$ cat src/rtl/t08_fetch_unit_if.sv
// Fetch-unit bus bundle: instruction-memory request/ack channel plus the
// decoder-facing instruction buffer head.
interface t08_fetch_unit_if #(
  parameter int unsigned ADDR_W = 32,
  parameter int unsigned DATA_W = 32
);
  // Handshakes: mem_req/mem_addr stay stable until a cycle with mem_ack=1, which
  // completes the transfer (mem_rdata valid that cycle, same-cycle ack allowed);
  // the buffer head transfers on any edge where instr_valid && instr_ready.
  logic              mem_req;
  logic [ADDR_W-1:0] mem_addr;
  logic              mem_ack;
  logic [DATA_W-1:0] mem_rdata;
  logic              instr_valid;
  logic              instr_ready;
  logic [DATA_W-1:0] instr;
  logic [ADDR_W-1:0] program_counter;

  modport master (
    output mem_req, mem_addr, instr_valid, instr, program_counter,
    input  mem_ack, mem_rdata, instr_ready
  );

  modport slave (
    input  mem_req, mem_addr, instr_valid, instr, program_counter,
    output mem_ack, mem_rdata, instr_ready
  );
endinterface

$ cat src/rtl/t08_fetch_unit.sv
// Fetch stage: PC generation with branch/jump/jalr redirects, single-outstanding
// memory request, and a small instruction FIFO feeding the decoder.
module t08_fetch_unit #(
  parameter int unsigned       ADDR_W     = 32,
  parameter int unsigned       DATA_W     = 32,
  parameter int unsigned       PC_STEP    = 4,
  parameter logic [ADDR_W-1:0] RESET_PC   = '0,
  parameter int unsigned       IBUF_DEPTH = 2
) (
  input  logic              clk,
  input  logic              nrst,
  input  logic              branch,
  input  logic              jump,
  input  logic              jalr,
  input  logic [ADDR_W-1:0] redir_pc,
  input  logic [ADDR_W-1:0] imm_address,
  input  logic [ADDR_W-1:0] rs1_value,
  output logic [ADDR_W-1:0] ret_address,
  output logic [ADDR_W-1:0] fetch_pc,
  output logic [1:0]        dbg_state,
  t08_fetch_unit_if.master  bus
);
  localparam int unsigned PTR_W = $clog2(IBUF_DEPTH);
  localparam int unsigned CNT_W = PTR_W + 1;

  typedef enum logic [1:0] {
    ST_IDLE  = 2'd0,
    ST_FETCH = 2'd1,
    ST_FULL  = 2'd2,
    ST_DRAIN = 2'd3
  } state_t;

  state_t            state_q, state_d;
  logic [ADDR_W-1:0] fetch_pc_q, fetch_pc_d;
  logic [ADDR_W-1:0] drain_addr_q, drain_addr_d;
  logic [ADDR_W-1:0] ret_q, ret_d;
  logic [CNT_W-1:0]  count_q, count_d;
  logic [PTR_W-1:0]  rd_ptr_q, rd_ptr_d;
  logic [PTR_W-1:0]  wr_ptr_q, wr_ptr_d;
  logic [DATA_W-1:0] data_q [IBUF_DEPTH];
  logic [DATA_W-1:0] data_d [IBUF_DEPTH];
  logic [ADDR_W-1:0] pc_q   [IBUF_DEPTH];
  logic [ADDR_W-1:0] pc_d   [IBUF_DEPTH];

  logic              redirect;
  logic [ADDR_W-1:0] target;
  logic              buf_full;
  logic              pop;
  logic              push;

  assign redirect = branch | jump | jalr;
  assign target   = jalr ? ((rs1_value + imm_address) & ~ADDR_W'(1))
                         : (redir_pc + imm_address);
  assign buf_full = (count_q == CNT_W'(IBUF_DEPTH));

  assign bus.instr_valid     = (count_q != '0);
  assign bus.instr           = data_q[rd_ptr_q];
  assign bus.program_counter = pc_q[rd_ptr_q];
  assign bus.mem_req         = ((state_q == ST_FETCH) && !buf_full) || (state_q == ST_DRAIN);
  // While draining, the old address must stay on the bus even though fetch_pc moved on.
  assign bus.mem_addr        = (state_q == ST_DRAIN) ? drain_addr_q : fetch_pc_q;

  assign pop         = bus.instr_valid && bus.instr_ready;
  assign push        = (state_q == ST_FETCH) && bus.mem_req && bus.mem_ack && !redirect;
  assign ret_address = ret_q;
  assign fetch_pc    = fetch_pc_q;
  assign dbg_state   = state_q;

  always_comb begin
    state_d      = state_q;
    fetch_pc_d   = fetch_pc_q;
    drain_addr_d = drain_addr_q;
    ret_d        = ret_q;
    data_d       = data_q;
    pc_d         = pc_q;
    rd_ptr_d     = rd_ptr_q;
    wr_ptr_d     = wr_ptr_q;
    count_d      = count_q;

    if (redirect) begin
      rd_ptr_d = '0;
      wr_ptr_d = '0;
      count_d  = '0;
    end else begin
      if (push) begin
        data_d[wr_ptr_q] = bus.mem_rdata;
        pc_d[wr_ptr_q]   = bus.mem_addr;
        wr_ptr_d         = wr_ptr_q + PTR_W'(1);
      end
      rd_ptr_d = rd_ptr_q + PTR_W'(pop);
      count_d  = count_q + CNT_W'(push) - CNT_W'(pop);
    end

    case (state_q)
      ST_IDLE:  state_d = ST_FETCH;
      ST_FETCH: begin
        if (buf_full) begin
          state_d = ST_FULL;
        end else if (push) begin
          fetch_pc_d = fetch_pc_q + ADDR_W'(PC_STEP);
          if (count_d == CNT_W'(IBUF_DEPTH)) state_d = ST_FULL;
        end
      end
      ST_FULL:  if (pop) state_d = ST_FETCH;
      ST_DRAIN: if (bus.mem_ack) state_d = ST_FETCH;
      default:  state_d = ST_IDLE;
    endcase

    // An unacked outstanding request must still complete, so its response is drained.
    if (redirect) begin
      fetch_pc_d   = target;
      drain_addr_d = bus.mem_addr;
      state_d      = (bus.mem_req && !bus.mem_ack) ? ST_DRAIN : ST_FETCH;
      if (jump || jalr) ret_d = redir_pc + ADDR_W'(PC_STEP);
    end
  end

  always_ff @(posedge clk) begin
    if (!nrst) begin
      state_q      <= ST_IDLE;
      fetch_pc_q   <= RESET_PC;
      drain_addr_q <= '0;
      ret_q        <= '0;
      count_q      <= '0;
      rd_ptr_q     <= '0;
      wr_ptr_q     <= '0;
    end else begin
      state_q      <= state_d;
      fetch_pc_q   <= fetch_pc_d;
      drain_addr_q <= drain_addr_d;
      ret_q        <= ret_d;
      count_q      <= count_d;
      rd_ptr_q     <= rd_ptr_d;
      wr_ptr_q     <= wr_ptr_d;
    end
  end

  always_ff @(posedge clk) begin
    data_q <= data_d;
    pc_q   <= pc_d;
  end
endmodule

$ cat src/flat_wrapper.sv
// flat-port wrapper written by rule: the top's interface ports become plain ports
module t08_fetch_unit_flat 
#(
  parameter int unsigned       ADDR_W     = 32,
  parameter int unsigned       DATA_W     = 32,
  parameter int unsigned       PC_STEP    = 4,
  parameter logic [ADDR_W-1:0] RESET_PC   = '0,
  parameter int unsigned       IBUF_DEPTH = 2
)
  (clk, nrst, branch, jump, jalr, redir_pc, imm_address, rs1_value, ret_address, fetch_pc, dbg_state, bus_mem_req, bus_mem_addr, bus_instr_valid, bus_instr, bus_program_counter, bus_mem_ack, bus_mem_rdata, bus_instr_ready);
  t08_fetch_unit_if #(.ADDR_W(ADDR_W), .DATA_W(DATA_W)) bus_i ();
  input  logic clk;
  input  logic nrst;
  input  logic branch;
  input  logic jump;
  input  logic jalr;
  input  logic [ADDR_W-1:0] redir_pc;
  input  logic [ADDR_W-1:0] imm_address;
  input  logic [ADDR_W-1:0] rs1_value;
  output logic [ADDR_W-1:0] ret_address;
  output logic [ADDR_W-1:0] fetch_pc;
  output logic [1:0] dbg_state;
  output wire logic [$bits(bus_i.mem_req)-1:0] bus_mem_req;
  output wire logic [$bits(bus_i.mem_addr)-1:0] bus_mem_addr;
  output wire logic [$bits(bus_i.instr_valid)-1:0] bus_instr_valid;
  output wire logic [$bits(bus_i.instr)-1:0] bus_instr;
  output wire logic [$bits(bus_i.program_counter)-1:0] bus_program_counter;
  input wire logic [$bits(bus_i.mem_ack)-1:0] bus_mem_ack;
  input wire logic [$bits(bus_i.mem_rdata)-1:0] bus_mem_rdata;
  input wire logic [$bits(bus_i.instr_ready)-1:0] bus_instr_ready;
  assign bus_mem_req = bus_i.mem_req;
  assign bus_mem_addr = bus_i.mem_addr;
  assign bus_instr_valid = bus_i.instr_valid;
  assign bus_instr = bus_i.instr;
  assign bus_program_counter = bus_i.program_counter;
  assign bus_i.mem_ack = bus_mem_ack;
  assign bus_i.mem_rdata = bus_mem_rdata;
  assign bus_i.instr_ready = bus_instr_ready;
  t08_fetch_unit #(.ADDR_W(ADDR_W), .DATA_W(DATA_W), .PC_STEP(PC_STEP), .RESET_PC(RESET_PC), .IBUF_DEPTH(IBUF_DEPTH)) u_core (.clk(clk), .nrst(nrst), .branch(branch), .jump(jump), .jalr(jalr), .redir_pc(redir_pc), .imm_address(imm_address), .rs1_value(rs1_value), .ret_address(ret_address), .fetch_pc(fetch_pc), .dbg_state(dbg_state), .bus(bus_i));
endmodule
$ cat config.mk
export PLATFORM = sky130hd
export DESIGN_NAME = t08_fetch_unit_flat
export DESIGN_NICKNAME = d
export VERILOG_FILES = /design/src/rtl/t08_fetch_unit_if.sv /design/src/rtl/t08_fetch_unit.sv /design/src/flat_wrapper.sv
export SDC_FILE = /design/constraint.sdc
export NUM_CORES = 1
export LEC_CHECK = 0
export ABC_CLOCK_PERIOD_IN_PS = 20900
export BUFFER_PORTS_ARGS = -buffer_cell sky130_fd_sc_hd__buf_2
export CELL_PAD_IN_SITES_DETAIL_PLACEMENT = 0
export CELL_PAD_IN_SITES_GLOBAL_PLACEMENT = 1
export CORE_ASPECT_RATIO = 1.5
export CORE_MARGIN = 4
export CORE_UTILIZATION = 45
export CTS_BUF_LIST = sky130_fd_sc_hd__clkbuf_4 sky130_fd_sc_hd__clkbuf_8 sky130_fd_sc_hd__clkbuf_16
export DETAILED_ROUTE_END_ITERATION = 16
export PLACE_DENSITY = 0.95
export SLEW_MARGIN = 20
export SYNTH_ARGS = -nofsm -noshare
export SYNTH_HDL_FRONTEND = slang
export SYNTH_SLANG_ARGS = --single-unit
$ cat constraint.sdc
create_clock -name clk -period 20.9 [get_ports clk]
set_input_delay 3.135 -clock clk [delete_from_list [all_inputs] [get_ports clk]]
set_output_delay 3.135 -clock clk [all_outputs]
set_load 0.01 [all_outputs]
Word-level counts from Yosys, hierarchy flattened
Cells that the tools add are included.

word-level totals
  input bits = 135
  flip-flop bits (word level) = 230

cells by class
  reductions and logical operators = 21
  multiplexer cells = 25
  eq/ne operators = 10
  bitwise gates (word level) = 6
  add/sub/neg operators = 8
  $lt $le $gt $ge = 3

operators with widths
  cell                     number
  $mux W32                 13
  $bwmux W64               2
  $add A32 B3 Y32 const B  2
  $add A32 B32 Y32         2
  $demux W32 S1            1
  $mux W2                  8
  $eq A2 B2 Y1 const B     4
  $pmux W2 S4              1
  $logic_and A1 B1 Y1      7
  $reduce_bool A2 Y1       3
  $ge A2 B2 Y1 const B     2
  $ne A4 B1 Y1 const B     1
  $ne A4 B2 Y1 const B     1
  $not A1 Y2               2
  $reduce_and A2 Y1        2
  $reduce_and A4 Y1        1
  $logic_not A1 Y1         3
  $ne A3 B1 Y1 const B     1
  $ne A3 B2 Y1 const B     1
  $reduce_and A3 Y1        1
  $add A2 B1 Y2            1
  $eq A2 B1 Y1 const B     1
  $logic_not A2 Y1         1
  $logic_or A1 B1 Y1       2
  other kinds (8)          10

Depth between registers and ports, before layout
Gate-level depths: netlist of run 1.

  depth in word-level cells = 16
  depth in mapped cells = 12
  depth with buffers taken out = 12

Worst setup path before layout of run 1
No wires, ideal clock.

  kind = input to register
  start point = input jump
  end point = register u_core.data_q[32] (netlist name), enable pin
  path buffers = 3
  arrival = 8.469 ns
  required time = 20.336 ns
  stages on the path = 5
  setup time = 0.564 ns
  slack = 11.867 ns
  cell sequence = or3_1 > clkbuf_1 > clkbuf_1 > buf_1 > nor3_1

between the ends
  longest elaborated chain between the ends = 5

ends and longest elaborated chain
  what                           line                   text
  from (decl)                    flat_wrapper.sv:15     input logic jump;
  $or A1 B1 Y1 * (2 in series)   t08_fetch_unit.sv:51   assign redirect = branch | jump | jalr;
  $logic_not A1 Y1               t08_fetch_unit.sv:64   assign push = (state_q == ST_FETCH) && bus.mem_req && bus.mem_ack && !redirect;
  $logic_and A1 B1 Y1            t08_fetch_unit.sv:64
  $reduce_and A2 Y1 (no line) *  n/a
  to (signal assigned)           t08_fetch_unit.sv:139  data_q <= data_d;
  to (decl)                      t08_fetch_unit.sv:40   logic [DATA_W-1:0] data_q [IBUF_DEPTH];

Mark *: on every way between the ends. The rest lies on a longest branch, timed or not.
A chain may end at the register's enable or synchronous reset.

Worst setup path after layout of run 1
  start point = input redir_pc[0]
  end point = register u_core.fetch_pc_q[22], in the netlist u_core.fetch_pc[22]

between the ends
  longest elaborated chain between the ends = 3

ends and longest elaborated chain
  what                  line                   text
  from (decl)           flat_wrapper.sv:17     input logic [ADDR_W-1:0] redir_pc;
  $add A32 B32 Y32      t08_fetch_unit.sv:53   : (redir_pc + imm_address);
  $mux W32              t08_fetch_unit.sv:52   assign target = jalr ? ((rs1_value + imm_address) & ~ADDR_W'(1))
  $mux W32              t08_fetch_unit.sv:110  if (redirect) begin
  to (signal assigned)  t08_fetch_unit.sv:129  fetch_pc_q <= fetch_pc_d;
  to (decl)             t08_fetch_unit.sv:34   logic [ADDR_W-1:0] fetch_pc_q, fetch_pc_d;

Every way passes these cells.

==> results of run 1 <==
==> power by group through the flow <==
stage | clock, W | sequential, W | combinational, W
2_1_floorplan | 0 | 0.000529 | 0.000146
3_3_place_gp | 0 | 0.000529 | 0.000230
3_5_place_dp | 0 | 0.000530 | 0.000232
4_1_cts | 0.000422 | 0.000520 | 0.000235
5_1_grt | 0.000438 | 0.000522 | 0.000258
6_report | 0.000412 | 0.000520 | 0.000234
==> cell usage after synthesis, types with 7 or more instances <==
cell type | number | area [µm²]
inv_1 | 17 | 63.8
o21ai_0 | 52 | 260
nand2b_1 | 15 | 93.8
nor3_1 | 22 | 110
nand3_1 | 45 | 225
a211oi_1 | 41 | 308
a31oi_1 | 12 | 75.1
mux2_2 | 96 | 1080
nand2_1 | 145 | 544
xnor2_1 | 53 | 464
o21a_1 | 7 | 52.6
dfxtp_1 | 102 | 2040
and2_1 | 9 | 56.3
xor2_1 | 47 | 412
nand4_1 | 16 | 100
ha_1 | 65 | 813
nor2_1 | 88 | 330
edfxtp_1 | 128 | 3840
a21oi_1 | 100 | 500
a21o_1 | 28 | 210
clkbuf_1 | 49 | 184
a221oi_1 | 10 | 87.6
and3_1 | 19 | 119
==> worst reg2reg max path, delay by kind of cell, from the launching register on <==
kind,cells,cell delay [ns]
and+or+nand+nor,5,1.59
AOI/OAI and AO/OA,3,0.64
DFF,1,0.40
xor gates and xnor gates,1,0.18
==> layer usage <==
layer  part of all wire  wire length (µm)
met5                  0                 0
met4              0.034              1250
met1               0.40             14500
met2               0.51             18500
met3              0.053              1930
==> registers in the layout (all words and copies together), names as in the netlist <==
register             flops
u_core.count_q           2
u_core.data_q           64
u_core.dbg_state         2
u_core.drain_addr_q     32
u_core.fetch_pc         32
u_core.pc_q             64
u_core.rd_ptr_q          1
u_core.ret_address      32
u_core.wr_ptr_q          1
==> through the flow <==
step	area, µm²	instances
after floorplan	12900	1278
after global placement	14700	1874
after detailed placement	14700	1874
after CTS	15500	1915
after global routing	15500	1915
final	15500	1915
==> how the worst min path moves through the flow <==
stage | to | depth (start not counted) | startpoint | slack [ns]
floorplan | u_core.drain_addr_q[0] | 2 | u_core.drain_addr_q[0] | 0.43
global placement | u_core.drain_addr_q[20] | 2 | u_core.drain_addr_q[20] | 0.43
detailed placement | u_core.drain_addr_q[22] | 2 | u_core.drain_addr_q[22] | 0.44
CTS | u_core.drain_addr_q[22] | 2 | u_core.drain_addr_q[22] | 0.45
global route | u_core.drain_addr_q[18] | 2 | u_core.drain_addr_q[18] | 0.47
finish | u_core.drain_addr_q[12] | 2 | u_core.drain_addr_q[12] | 0.45
==> layout make-up <==
| class | count | area [µm²] | share of cell area |
|---|---|---|---|
| Clock buffer | 27 | 618 | 0.0400 |
| Clock inverter | 14 | 138 | 0.00890 |
| Inverter | 19 | 71.3 | 0.00461 |
| Multi-Input combinational cell | 972 | 6760 | 0.437 |
| Sequential cell | 230 | 5890 | 0.381 |
| Tap cell | 346 | 433 | 0.0280 |
| Timing Repair Buffer | 307 | 1560 | 0.101 |
==> cells by family after synthesis <==
group,Yosys count,synth area share
flops,230,0.455
buf+inv,76,0.0230
compound gates,315,0.161
simple gates,388,0.138
mux,102,0.0886
xor+xnor,100,0.0677
fa+ha+maj,67,0.0660
==> results.md, run 1 <==
- Cell Int Power: 0.000836 W
- GPL Wtd Cong: 0.904
- Distinct cells, synth: 73
- Met2 global-route usage: 0.403
- Combinational share of power: 0.201
- CP Class: in2reg
- Initial antenna violation count: 1
- CTS tree: yes
- Core Util, Final: 0.549
- Worst Setup EP: u_core.fetch_pc[22]
- Die X-Extent: 146 µm
- GRT overflow: 0
- Max-Cap Viols: 0
- Pre-CTS setup slack: 14.77 ns
- Post-detailed-route wirelength per cell: 18.9 µm
- RSZ-0062 raised after global routing: no
- Total Power: 0.00117 W
- Global-route wire length before repair: 57,200 µm
- Post-cts repair resize count: 0
- Worst-path maximum fanout: 6
- Total track usage: 0.220
- Met3 Use GR: 0.0327
- Final-report hold violation count: 0
- Fraction of registers with async set/reset: 0
- Area grow syn2layout: 19.6%
- Sequential fraction of the synthesis area: 0.455
- Cell Pwr Density: 75.4 nW/µm²
- Measured slew at the worst slew-check pin: 1.10 ns
- Post-CTS Hold Buffers: 0
- CP bufs+invs: 2
- Worst hold path class: reg2reg
- Die span in y: 216 µm
- Setup violations, final: 0
- Vias in the first global route: 10,900
- Fin crit share: 0.269
- Critical path startpoint: redir_pc[0]
- Root Buffer: clkbuf_16
- CP Launch Type: input pin
- Fill count: 2,555
- Net switching power figure: 0.000331 W
- Cells on worst reg2reg path: 9
- F_max: 178 MHz
- Die ar.: 31,600 µm²
- 1st-iter DRT viols: 513
- Max_slew headroom: 0.265
- Routed WL: 36,200 µm
- Crit end category: register
- Total Nets Final: 1,755
- Detail Route Antenna Nets: 0
- Crit path depth: 13
- H-tree lvl count: 1
- CTS Sinks: 230
- Later-pin clock latency in the skew report: 0.51 ns
- GR Layer Usage met1: 0.261
- CTS Buf Count: 23
- Mapped Cells: 1,278
- Req. time, crit path: 21.35 ns
- Critical path, cell by cell: buf_2 -> ha_1 -> inv_1 -> fa_1 -> and2b_1 -> o2111ai_1 -> a31oi_2 -> a221oi_2 -> o32ai_1 -> a41o_1 -> xnor2_1 -> a221oi_1 -> a21boi_1
- Max VDD drop: 53.6 µV
- # DRC: 0
- Slew Viols, Final: 0
- Slowest cell on the critical path: a221oi_2
- Ys Warns: 0
- Outcome: completed
- HPWL Detailed: 27,500 µm
- Switching Share: 0.283
- Routed vias: 10,800
- R2r setup slk: 17.99 ns
- Port bufs: 298
- Clock power frac: 0.353
- Postcts setup bufs: 0
- Arr. time, crit path: 6.07 ns
- Most used DFF post-synth: edfxtp_1
- Crit path time final: 5.62 ns
- Pleak: 6.37 nW
- Post-Syn Nets: 1,480
- CTS max path bufs: 3
- Post-synth EDFFs: 128
- Reg power frac: 0.446
- Clock-pin slew on the worst setup and hold paths: 0.07 ns
- IO Pins: 299
- Most common cell after layout, fill and taps aside: buf_2
- Initial Util: 0.459
- Layout cell share with drive strength beyond 1: 0.298
- Core ar.: 28,200 µm²
- Largest net degree at the start of global routing: 65
- Hold slack: 0.448 ns
- Row count: 75
- Synthesized area per cell: 10.1 µm²
- GRT busiest layer: met2
- Critical Path Max Stage Delay: 0.49 ns
- Post-Route Setup TNS: 0 ns
- N_diodes: 0
- R2r endpoint: u_core.fetch_pc[31]
- Worst Slack Setup Final: 15.28 ns
- Reg2reg start: u_core.dbg_state[0]
- Clk_skew: 0.0148 ns
- #FFs+latches synth: 230
- Vias/cell: 5.63
- Post-Syn Area: 12,900 µm²
- First-pass DRT Iterations: 5
- Commonest non-fill, non-tap cells in the layout: buf_2 (298), nand2_1 (145), edfxtp_1 (128)
- CP top delay family: compound AO/OA/AOI/OAI gates
Power figures use the tool's default switching activity.
==> run 2: changes to the inputs <==
--- a/config.mk
+++ b/config.mk
@@ -5,16 +5,16 @@
 export SDC_FILE = /design/constraint.sdc
 export NUM_CORES = 1
 export LEC_CHECK = 0
-export ABC_CLOCK_PERIOD_IN_PS = 20900
+export ABC_CLOCK_PERIOD_IN_PS = 5640
 export BUFFER_PORTS_ARGS = -buffer_cell sky130_fd_sc_hd__buf_2
 export CELL_PAD_IN_SITES_DETAIL_PLACEMENT = 0
 export CELL_PAD_IN_SITES_GLOBAL_PLACEMENT = 1
 export CORE_ASPECT_RATIO = 1.5
 export CORE_MARGIN = 4
-export CORE_UTILIZATION = 45
+export CORE_UTILIZATION = 42
 export CTS_BUF_LIST = sky130_fd_sc_hd__clkbuf_4 sky130_fd_sc_hd__clkbuf_8 sky130_fd_sc_hd__clkbuf_16
 export DETAILED_ROUTE_END_ITERATION = 16
-export PLACE_DENSITY = 0.95
+export PLACE_DENSITY = 0.93
 export SLEW_MARGIN = 20
 export SYNTH_ARGS = -nofsm -noshare
 export SYNTH_HDL_FRONTEND = slang
==> constraint.sdc (replaced) <==
create_clock -name clk -period 5.64 [get_ports clk]
set_input_delay 0.846 -clock clk [delete_from_list [all_inputs] [get_ports clk]]
set_output_delay 0.846 -clock clk [all_outputs]
set_load 0.01 [all_outputs]
==> run 2 against run 1 <==
  * Core utilization shrank 3.6 points
  * Highest routed layer unchanged
  * Final area grew 0.74%
  * Combinational power grew to 3.7 times the previous value
  * Total power grew to 3.7 times the previous value
  * Non-clock buffer count grew 3
==> results.md, run 2 (same netlist as run 1, synthesis figures left out) <==
- Outcome: completed
- Row count: 78 (+4.0%)
- CP Class: in2reg
- Detail Route Antenna Nets: 0 (unchanged)
- CP top delay family: compound AO/OA/AOI/OAI gates
- Final-report hold violation count: 0 (unchanged)
- Crit end category: register
- Max_slew headroom: 0.510 (+0.245)
- Arr. time, crit path: 3.79 ns (-2.28 ns)
- Port bufs: 298 (unchanged)
- Area grow syn2layout: 20.5%
- Total Power: 0.00435 W (+270%)
- Post-CTS Hold Buffers: 0 (unchanged)
- First-pass DRT Iterations: 4 (-1)
- Total Nets Final: 1,759 (+0.23%)
- Pre-CTS setup slack: 1.81 ns (-12.97 ns)
- Pleak: 6.39 nW (+0.26%)
- Global-route wire length before repair: 57,400 µm (+0.29%)
- Setup violations, final: 0 (unchanged)
- Largest net degree at the start of global routing: 62 (-4.6%)
- Post-cts repair resize count: 0 (unchanged)
- Combinational share of power: 0.201 (about the same)
- Post-detailed-route wirelength per cell: 18.8 µm (-0.51%)
- Worst hold path class: reg2reg
- GRT overflow: 0 (unchanged)
- Commonest non-fill, non-tap cells in the layout: buf_2 (298), nand2_1 (145), edfxtp_1 (128)
- Hold depth: 2 (unchanged)
- CTS Sinks: 230 (unchanged)
- R2r endpoint: u_core.fetch_pc[31]
- CP Launch Type: input pin
- Worst Slack Setup Final: 2.30 ns (-12.98 ns)
- Measured slew at the worst slew-check pin: 0.735 ns (-0.363 ns)
- Worst-path maximum fanout: 6 (unchanged)
- Slew Viols, Final: 0 (unchanged)
- Clock power frac: 0.355 (+0.002)
- H-tree lvl count: 1 (unchanged)
- RSZ-0062 raised after global routing: no
- Layout cell share with drive strength beyond 1: 0.299 (+0.00141)
- Worst hold start: u_core.ret_address[1]
- CTS max path bufs: 3 (unchanged)
- Net switching power figure: 0.00124 W (+270%)
- Die X-Extent: 151 µm (+3.3%)
- 1st-iter DRT viols: 491 (-4.3%)
- Multi-input gate area: 6770 µm² (about the same)
- Vias in the first global route: 11,000 (+1.1%)
- Critical path, cell by cell: buf_2 -> ha_1 -> inv_1 -> fa_1 -> and2b_1 -> o2111ai_1 -> a31oi_2 -> a221oi_2 -> o32ai_1 -> a41o_1 -> xnor2_1 -> a221oi_1 -> a21boi_1
- Critical Path Max Stage Delay: 0.49 ns (about the same)
- Die ar.: 33,700 µm² (+6.8%)
- Routed WL: 37,200 µm (+2.6%)
- Slowest cell on the critical path: a221oi_2
- Cell Pwr Density: 279 nW/µm² (+270%)
- Endpoint, Worst Hold: u_core.ret_address[1]
- Post-Route Setup TNS: 0 ns (unchanged)
- N_diodes: 0 (unchanged)
- Cells on worst reg2reg path: 9 (unchanged)
- Reg power frac: 0.444 (-0.002)
- Cell Int Power: 0.00311 W (+270%)
- CP bufs+invs: 2 (unchanged)
- Postcts setup bufs: 0 (unchanged)
- Max-Cap Viols: 0 (unchanged)
- Root Buffer: clkbuf_16
- R2r setup slk: 2.82 ns (-15.17 ns)
- CTS Buf Count: 24 (+4.3%)
- Fill count: 2,776 (+8.6%)
- Die span in y: 223 µm (+3.4%)
- Routed vias: 10,900 (+0.85%)
- Met1 Routed Length: 14,400 µm (-0.67%)
- Core ar.: 30,400 µm² (+7.8%)
- Fin crit share: 0.592
- Most common cell after layout, fill and taps aside: buf_2
- Reg2reg start: u_core.dbg_state[0]
- HPWL Detailed: 28,600 µm (+4.2%)
- CTS tree: yes
- F_max: 299 MHz
- Largest registers: u_core.data_q: 64 flops, u_core.pc_q: 64 flops
- Routed wl met3: 2170 µm (+13%)
- Vias/cell: 5.51 (-2.2%)
- Clk_skew: 0.0109 ns (-0.00390 ns)
- Max VDD drop: 209 µV (+290%)
- IO Pins: 299 (unchanged)
- Switching Share: 0.285 (+0.00181)
- GPL Wtd Cong: 0.902 (-0.19%)
- Placed Area: 14,800 µm² (+0.65%)
- Total track usage: 0.211 (-0.00915)
- Max Used Layer: met4
- Initial Util: 0.426 (-0.0333)
- Initial antenna violation count: 0 (-1)
- FF/Latch Area: 5890 µm² (unchanged)
- Later-pin clock latency in the skew report: 0.52 ns (about the same)
- Crit path time final: 3.34 ns
- # DRC: 0 (unchanged)
- Clock-pin slew on the worst setup and hold paths: 0.06 ns (about the same)
- Req. time, crit path: 6.09 ns (-15.26 ns)
- Design area: 15,600 µm² (+0.74%)
- Met2 WL: 19,300 µm (+4.2%)
[run 2: changes by cell type in the layout (fill, tap and decap cells not counted), moves of 2 or more]
cell       previous run  this run
buf_4                 9        12
inv_6                 3         0
clkbuf_16            23        25
clkbuf_4              2         4
clkinv_1              3         5
[run 2: power by group through the flow]
| stage | clock network, W | logic (W) | registers (W) |
|---|---|---|---|
| floorplan | 0 | 0.000542 | 0.00196 |
| global placement | 0 | 0.000861 | 0.00196 |
| detailed placement | 0 | 0.000869 | 0.00196 |
| CTS | 0.00159 | 0.000876 | 0.00193 |
| global route | 0.00165 | 0.000962 | 0.00194 |
| finish | 0.00154 | 0.000874 | 0.00193 |
[run 2: metrics by stage]
step / cells / utilization / hold WS [ns]
2_1_floorplan: 1278 / - / 0.429
3_3_place_gp: 1931 / 0.488 / 0.435
3_5_place_dp: 1931 / 0.488 / 0.442
4_1_cts: 1975 / 0.513 / 0.449
5_1_grt: 1975 / 0.513 / 0.467
6_report: 1975 / 0.513 / 0.450
[run 2: worst max-delay path by stage]
stage,start,end,cells past startpoint
after global placement,redir_pc[0],u_core.fetch_pc[22],13
after global routing,redir_pc[0],u_core.fetch_pc[30],13
after floorplan,jump,u_core.data_q[32],5
after detailed placement,redir_pc[0],u_core.fetch_pc[22],13
final,redir_pc[0],u_core.fetch_pc[22],13
after CTS,redir_pc[0],u_core.fetch_pc[22],13
[run 2: layout make-up]
type,count,share of cell area
flip-flops and latches,230,0.378
clock buffers,30,0.0430
multi-input cells,972,0.434
clock inverters,14,0.00674
inverters,19,0.00458
repair buffers,310,0.101
well taps,400,0.0321
[run 2: layer usage]
layer,GRT usage,up-vias
met4,0.0802,0
met1,0.242,5174
met2,0.388,339
met3,0.0307,75
met5,0,-
li1,-,5294
[run 2: worst min-delay path: stages (launching register included)]
cell	delay, ns
dfxtp_1	0.30
nand2_1	0.05
a21oi_1	0.05
==> run 3: changes to the inputs <==
--- a/config.mk
+++ b/config.mk
@@ -5,16 +5,16 @@
 export SDC_FILE = /design/constraint.sdc
 export NUM_CORES = 1
 export LEC_CHECK = 0
-export ABC_CLOCK_PERIOD_IN_PS = 5640
+export ABC_CLOCK_PERIOD_IN_PS = 2850
 export BUFFER_PORTS_ARGS = -buffer_cell sky130_fd_sc_hd__buf_2
 export CELL_PAD_IN_SITES_DETAIL_PLACEMENT = 0
 export CELL_PAD_IN_SITES_GLOBAL_PLACEMENT = 1
 export CORE_ASPECT_RATIO = 1.5
 export CORE_MARGIN = 4
-export CORE_UTILIZATION = 42
+export CORE_UTILIZATION = 38
 export CTS_BUF_LIST = sky130_fd_sc_hd__clkbuf_4 sky130_fd_sc_hd__clkbuf_8 sky130_fd_sc_hd__clkbuf_16
 export DETAILED_ROUTE_END_ITERATION = 16
-export PLACE_DENSITY = 0.93
+export PLACE_DENSITY = 0.89
 export SLEW_MARGIN = 20
 export SYNTH_ARGS = -nofsm -noshare
 export SYNTH_HDL_FRONTEND = slang
==> constraint.sdc (replaced) <==
create_clock -name clk -period 2.85 [get_ports clk]
set_input_delay 0.4275 -clock clk [delete_from_list [all_inputs] [get_ports clk]]
set_output_delay 0.4275 -clock clk [all_outputs]
set_load 0.01 [all_outputs]
==> run 3 against run 2 <==
  * Die area grew 10%
  * Via count increased by 3.5%
  * Critical endpoint unchanged
  * Clock skew is 0.012 ns higher
==> results.md, run 3 (same netlist as run 1, synthesis figures left out) <==
- Measured slew at the worst slew-check pin: 0.701 ns (-0.0342 ns)
- Vias/cell: 5.33 (-3.2%)
- Fill count: 3,123 (+13%)
- Largest net degree at the start of global routing: 62 (unchanged)
- CTS tree: yes
- Commonest non-fill, non-tap cells in the layout: buf_2 (298), nand2_1 (145), edfxtp_1 (128)
- Arr. time, crit path: 3.05 ns (-0.74 ns)
- Post-cts repair resize count: 0 (unchanged)
- First-pass DRT Iterations: 6 (+2)
- Post-Layout Cell Count: 2,112 (+6.9%)
- Final-report hold violation count: 0 (unchanged)
- Cell Pwr Density: 539 nW/µm² (+93%)
- Worst Slack Setup Final: 0.271 ns (-2.03 ns)
- Largest registers: u_core.data_q: 64 flops, u_core.pc_q: 64 flops
- Core ar.: 33,500 µm² (+11%)
- Detail Route Antenna Nets: 0 (unchanged)
- Later-pin clock latency in the skew report: 0.54 ns (+0.02 ns)
- Global-route wire length before repair: 59,900 µm (+4.4%)
- Multi-input gate area: 6780 µm² (+0.15%)
- Pre-CTS setup slack: -0.355 ns (-2.16 ns)
- Layout cell share with drive strength beyond 1: 0.347 (+0.0483)
- Postcts setup bufs: 0 (unchanged)
- Hold slack: 0.0802 ns (-0.369 ns)
- Clk_skew: 0.0232 ns (+0.0123 ns)
- Routed vias: 11,300 (+3.5%)
- CTS Buf Count: 24 (unchanged)
- Crit path time final: 2.58 ns
- Max-Cap Viols: 0 (unchanged)
- Row count: 82 (+5.1%)
- Initial antenna violation count: 4 (+4)
- Total track usage: 0.202 (-0.00866)
- Vias in the first global route: 11,400 (+3.6%)
- Most common cell after layout, fill and taps aside: buf_2
- Crit end category: register
- Area grow syn2layout: 28.1%
- Req. time, crit path: 3.32 ns (-2.77 ns)
- 1st-iter DRT viols: 553 (+13%)
- Dpl cells: 2,067 (+7.0%)
- H-tree lvl count: 1 (unchanged)
- HPWL Detailed: 30,600 µm (+7.1%)
- Pleak: 6.98 nW (+9.2%)
- Worst hold path class: in2reg
- Clock-pin slew on the worst setup and hold paths: 0.06 ns (about the same)
- Core Util, Final: 0.494 (-0.0199)
- Post-detailed-route wirelength per cell: 18.5 µm (-1.7%)
- Root Buffer: clkbuf_16
- Initial Util: 0.385 (-0.0406)
- F_max: 388 MHz
- # DRC: 0 (unchanged)
- Max_slew headroom: 0.532 (+0.0223)
- CP Launch Type: input pin
- Outcome: completed
- CTS Sinks: 230 (unchanged)
- Total Nets Final: 1,875 (+6.6%)
- Slew Viols, Final: 0 (unchanged)
- Setup violations, final: 0 (unchanged)
- IO Pins: 299 (unchanged)
- RSZ-0062 raised after global routing: no
- Worst-path maximum fanout: 3 (-3)
- CTS max path bufs: 3 (unchanged)
- GPL Wtd Cong: 0.900 (-0.24%)
- CP Class: in2reg
- GRT overflow: 0 (unchanged)
- Die span in y: 234 µm (+4.9%)
- FF/Latch Area: 5890 µm² (unchanged)
- Die ar.: 37,100 µm² (+10%)
- Total Power: 0.00892 W (+110%)
- Die X-Extent: 159 µm (+4.9%)
- Fin crit share: 0.905
- Routed WL: 39,100 µm (+5.1%)
- Port bufs: 298 (unchanged)
- Post-CTS Hold Buffers: 0 (unchanged)
- Max VDD drop: 404 µV (+93%)
run 3: changes by cell type in the layout (fill, tap and decap cells not counted), moves of 2 or more:
cell       previous run  this run
buf_12                0         3
buf_4                12       125
bufinv_16             1         3
clkbuf_4              4         1
diode_2               0         2
inv_6                 0         3
run 3: worst paths after layout:
kind	endpoint	cells past startpoint	from	slack, ns
setup / recovery	u_core.fetch_pc[22]	13	redir_pc[0]	0.27
hold / removal	u_core.data_q[40]	1	bus_mem_rdata[8]	0.08
setup reg to reg	u_core.fetch_pc[31]	9	u_core.dbg_state[0]	0.31
hold reg to reg	u_core.drain_addr_q[16]	2	u_core.drain_addr_q[16]	0.45
run 3: stage by stage:
step           setup TNS [ns]  instance area (µm²)
6_report                    0                16600
5_1_grt                     0                16600
4_1_cts                     0                16500
3_5_place_dp            -2.66                15700
3_3_place_gp            -2.48                15700
2_1_floorplan          -23.23                13000
run 3: worst max-delay path: stages:
cell and delay, ns:
buf_2 0.11, ha_1 0.21, inv_1 0.07, fa_1 0.18
and2b_1 0.19, o2111ai_1 0.25, a31oi_2 0.17, a221oi_2 0.35
o32ai_2 0.16, a41o_1 0.31, xnor2_1 0.15, a221oi_1 0.28
a21boi_1 0.18
run 3: where the power goes:
part	internal, W	total, W	leakage, nW	switching, W
Combinational	0.000872	0.00195	4.58	0.00107
Sequential	0.00367	0.00379	2.01	0.000128
Clock	0.00184	0.00318	0.383	0.00134
run 3: final cells by class:
type                    count  share of cell area
diodes                      2            0.000302
clock buffers              25              0.0367
clock inverters            18              0.0116
inverters                  19             0.00431
multi-input cells         972               0.409
flip-flops and latches    230               0.356
well taps                 420              0.0317
repair buffers            426               0.150
run 3: per-layer routing:
metal  GRT usage  vias up  wire (µm)
met3      0.0297       69       2110
li1            -     5531          -
met2       0.375      304      20400
met1       0.234     5361      15300
met5           0        -          7
met4      0.0720        2       1200
